===== config.mk =====
export PLATFORM = sky130hd
export DESIGN_NAME = serial_frame_tx
export DESIGN_NICKNAME = d
export VERILOG_FILES = /design/src/rtl/serial_frame_tx.sv
export SDC_FILE = /design/constraint.sdc
export NUM_CORES = 1
export LEC_CHECK = 0
export CORE_ASPECT_RATIO = 0.9
export CORE_MARGIN = 2
export CORE_UTILIZATION = 45
export DETAILED_ROUTE_END_ITERATION = 12
export GPL_TIMING_DRIVEN = 0
export PLACE_DENSITY = 0.81
export SETUP_SLACK_MARGIN = 0.4
export SLEW_MARGIN = 15
export SYNTH_ARGS = -nofsm -noshare
export SYNTH_HDL_FRONTEND = slang
export SYNTH_SLANG_ARGS = --single-unit

===== constraint.sdc =====
create_clock -name clk -period 1.5 [get_ports clk]
set_input_delay 0.45 -clock clk [delete_from_list [all_inputs] [get_ports clk]]
set_output_delay 0.45 -clock clk [all_outputs]
set_load 0.1 [all_outputs]

===== src/rtl/serial_frame_tx.sv =====
// serial_frame_tx: framed parallel-to-serial transmitter.
// A WIDTH-bit word accepted over valid/ready is sent on a single line as
// one start bit (0), WIDTH data bits LSB first, and one stop bit (1),
// each bit held for DIV clock cycles. The line idles high.
module serial_frame_tx #(
  parameter int WIDTH = 8,
  parameter int DIV   = 4
) (
  input  logic             clk,
  input  logic             res,
  input  logic [WIDTH-1:0] d,
  input  logic             load_valid,
  output logic             load_ready,
  output logic             q,
  output logic             busy,
  output logic             done
);

  // Counter widths never drop below one bit so DIV=1 / WIDTH=1 still
  // have a real register to compare against the terminal count of zero.
  localparam int DIV_W = (DIV > 1) ? $clog2(DIV) : 1;
  localparam int BIT_W = (WIDTH > 1) ? $clog2(WIDTH) : 1;

  localparam logic [DIV_W-1:0] DIV_LAST = DIV_W'(DIV - 1);
  localparam logic [BIT_W-1:0] BIT_LAST = BIT_W'(WIDTH - 1);

  if (WIDTH < 1 || WIDTH > 32) begin : g_width_chk
    $error("serial_frame_tx: WIDTH must be in 1..32");
  end
  if (DIV < 1 || DIV > 1024) begin : g_div_chk
    $error("serial_frame_tx: DIV must be in 1..1024");
  end

  typedef enum logic [1:0] {
    IDLE  = 2'd0,
    START = 2'd1,
    DATA  = 2'd2,
    STOP  = 2'd3
  } state_t;

  state_t             state_q, state_d;
  logic [WIDTH-1:0]   sh_q, sh_d;
  logic [DIV_W-1:0]   div_cnt_q, div_cnt_d;
  logic [BIT_W-1:0]   bit_cnt_q, bit_cnt_d;
  logic               q_q, q_d;
  logic               done_q, done_d;

  logic               div_last;

  // End of the current bit period.
  assign div_last = (div_cnt_q == DIV_LAST);

  // Handshake and status come straight from the state register.
  assign load_ready = (state_q == IDLE);
  assign busy       = (state_q != IDLE);
  assign q          = q_q;
  assign done       = done_q;

  // Frame sequencing: next state, shift register and counters.
  always_comb begin
    state_d   = state_q;
    sh_d      = sh_q;
    div_cnt_d = div_cnt_q;
    bit_cnt_d = bit_cnt_q;
    done_d    = 1'b0;
    unique case (state_q)
      IDLE: begin
        // In IDLE load_ready is high, so load_valid alone completes a handshake.
        if (load_valid) begin
          sh_d      = d;
          div_cnt_d = '0;
          state_d   = START;
        end
      end
      START: begin
        if (div_last) begin
          div_cnt_d = '0;
          bit_cnt_d = '0;
          state_d   = DATA;
        end else begin
          div_cnt_d = div_cnt_q + 1'b1;
        end
      end
      DATA: begin
        if (div_last) begin
          sh_d      = sh_q >> 1;
          bit_cnt_d = bit_cnt_q + 1'b1;
          div_cnt_d = '0;
          if (bit_cnt_q == BIT_LAST) begin
            state_d = STOP;
          end
        end else begin
          div_cnt_d = div_cnt_q + 1'b1;
        end
      end
      STOP: begin
        if (div_last) begin
          div_cnt_d = '0;
          state_d   = IDLE;
          done_d    = 1'b1;
        end else begin
          div_cnt_d = div_cnt_q + 1'b1;
        end
      end
      default: begin
        state_d = IDLE;
      end
    endcase
  end

  // Line level is decoded from the upcoming state so the registered q
  // lines up exactly with the state it belongs to, with no glitches.
  always_comb begin
    q_d = 1'b1;
    unique case (state_d)
      START:   q_d = 1'b0;
      DATA:    q_d = sh_d[0];
      default: q_d = 1'b1;
    endcase
  end

  // State and datapath registers; reset aborts any frame and idles the line.
  always_ff @(posedge clk or posedge res) begin
    if (res) begin
      state_q   <= IDLE;
      sh_q      <= '0;
      div_cnt_q <= '0;
      bit_cnt_q <= '0;
      q_q       <= 1'b1;
      done_q    <= 1'b0;
    end else begin
      state_q   <= state_d;
      sh_q      <= sh_d;
      div_cnt_q <= div_cnt_d;
      bit_cnt_q <= bit_cnt_d;
      q_q       <= q_d;
      done_q    <= done_d;
    end
  end

endmodule


==> reports/results.ini <==
[synth]
syn_inst = 75
synth.yosys.seq_area_share = 0.4935
ys_async_sr_fraction = 1.000
syn_area_um2 = 864.6
ys_seq_elements = 17
ys_warn_count = 0
synth-edff-count = 0
syn_avg_cell_area_um2 = 11.53
yosys.area.top_type = dfrtp_1
synthTopCellsByArea = dfrtp_1 (46%), a221o_1 (6.9%), a22o_1 (5.1%)
yosys_most_used_dff = dfrtp_1
ys_top_cells_by_count = dfrtp_1 (16), and3_1 (7), a221o_1 (6), a22o_1 (5)
yosysMostFrequentCell = dfrtp_1
synth_cell_type_count = 32
syn_nets = 89
synth_top_area_frac = 0.4631

[timing]
period_needed_ps = 1628
skew_ps = 5.035
worst_pin_slew_ps = 380.6
rsz0062_at_grt = yes
finalHoldViolCount = 0
final_max_slew_viol_count = 0
setup-violations-final = 4
setup_ws_ps = -128.4
max-slew-margin-rel = 0.7457
final.setup.tns_ps = -256.7
period_share = 1.086
fmax_ghz = 0.6141

[clock_network]
cts_tree = done
root_buffer = clkbuf_4
cts-htree-levels = 1
cts_sinks = 17
clk_path_buf_depth = 2
cts-buffers-inserted = 3
cts_hold_buf = 0
clock_latency_ps = 290
path_clk_slew_ps = 100

[grt]
grt_pass1_wl_um = 3236
antenna_found_initial = 0
grt_max_degree = 18
grt_use_total = 0.1951
first_global_vias = 683
grt-ovfl-total = 0

[power_and_ir_drop]
p_leak_uw = 0.0006015
p_per_area_nw_per_um2 = 2171
ir_worst_vdd_v = 0.001140

[critical_path]
cp_data_required_time_ps = 1050
cp-end-kind = primary output
path_class = register to primary output
startpoint_type = register
crit_arrival_ps = 1180
cp_max_fo = 5

[floorplanning]
start_util = 0.4653
die_x_um = 50.21
dieHeight_um = 45.59
num_io_pins = 15
die_area_um2 = 2289
coreArea_um2 = 1858
rows = 15

[placed_design]
port-buffer-count = 14
dpl_cell_area_um2 = 1067
gp_congestion = 0.7378
hpwl_um = 1283
dp.cells = 114

[finish]
area_delta_synth_final_pct = 48.34
final_cells = 129
drive_gt1_frac = 0.3846
nNetsFinal = 119
post-route-util = 0.6902
fin_area_um2 = 1282
diodes = 0

[routing]
drc = 0
wire_per_inst_um = 15.97
vias = 721
dr.pass1.iters = 4
via_per_inst = 5.589
first_iter_violations = 17
wl_um = 2060
drtAntennaViolNets = 0

[hold_path]
worstHoldPathType = primary input to async pin

[status]
violations = negative setup slack
outcome = finished, violations left

[flow_run]
cap_violations = 0

-- kinds of logic after synthesis --
| group | Yosys count | share of synthesized area |
|---|---|---|
| mux | 2 | 0.02460 |
| compound gates | 23 | 0.2243 |
| fa+ha+maj | 3 | 0.04342 |
| xor+xnor | 1 | 0.01013 |
| simple gates | 20 | 0.1447 |
| flops | 17 | 0.4935 |
| buf+inv | 9 | 0.05934 |
-- critical path: stages (launching register included) --
cell and delay, ps:
dfrtp_2 430, nor2_4 140, buf_12 130, inv_6 30, buf_12 150
-- metrics by stage --
stage                     worst slack (ps)  hold slack, ps  total power, uW
after global placement              -883.8           478.3             2042
final                               -128.4           477.6             2784
after CTS                           -144.2           524.9             2679
after global routing                -185.7           508.3             2937
after floorplan                      103.7           375.3             1811
after detailed placement            -890.6           486.0             2085
-- placed cells by master (no fill, tap or decap), drive strengths merged, types with 2 or more instances in the layout --
cell and count:
nand2 3, a31oi 2, a22o 5, clkbuf 6, a221o 6, dfrtp 16
and3 7, ha 3, a21o 2, o21ai 3, a21oi 2, clkdlybuf4s50 9
nand3b 3, inv 2, buf 19
-- power breakdown --
group | internal [uW] | switching, uW
combinational | 832 | 904
clock | 104 | 141
sequential | 667 | 136
total | 1600 | 1180
-- routing by layer --
layer,track usage,share of wire
met1,0.2343,0.43
met2,0.3316,0.51
met3,0.06908,0.047
met4,0.06111,0.0092
met5,0,0
-- repair_timing --
item,CTS,global route
buffers inserted,9,2
gates cloned,0,0
resized for setup,50,6
setup endpoints to repair,20,24
pin swaps,8,8
-- sequential cells by signal (all words and copies together), names as in the netlist --
| register | flops |
|---|---|
| div_cnt_q | 2 |
| q | 1 |
| state_q | 2 |
| sh_q | 8 |
| done | 1 |
| bit_cnt_q | 3 |
-- area by class of cell --
cell class	instances	area, um2
Sequential cell	17	430.4
Clock buffer	4	26.28
Buffer	6	65.06
Inverter	3	20.02
Timing Repair Buffer	25	272.8
Tap cell	25	31.28
Fill cell	133	575.6
Multi-Input combinational cell	49	436.7
-- path summary, 6_finish.rpt --
kind	from	endpoint	slack (ps)	cells after the start
max reg2reg	div_cnt_q[0]	q	-10	6
min in group clk	sh_q[7]	sh_q[7]	520	1
min	res	sh_q[7]	480	2
max	state_q[0]	busy	-130	4
max in group asynchronous	res	q	730	2
min reg2reg	sh_q[7]	sh_q[7]	520	1
Note: power is estimated with default switching activity, not from simulation.
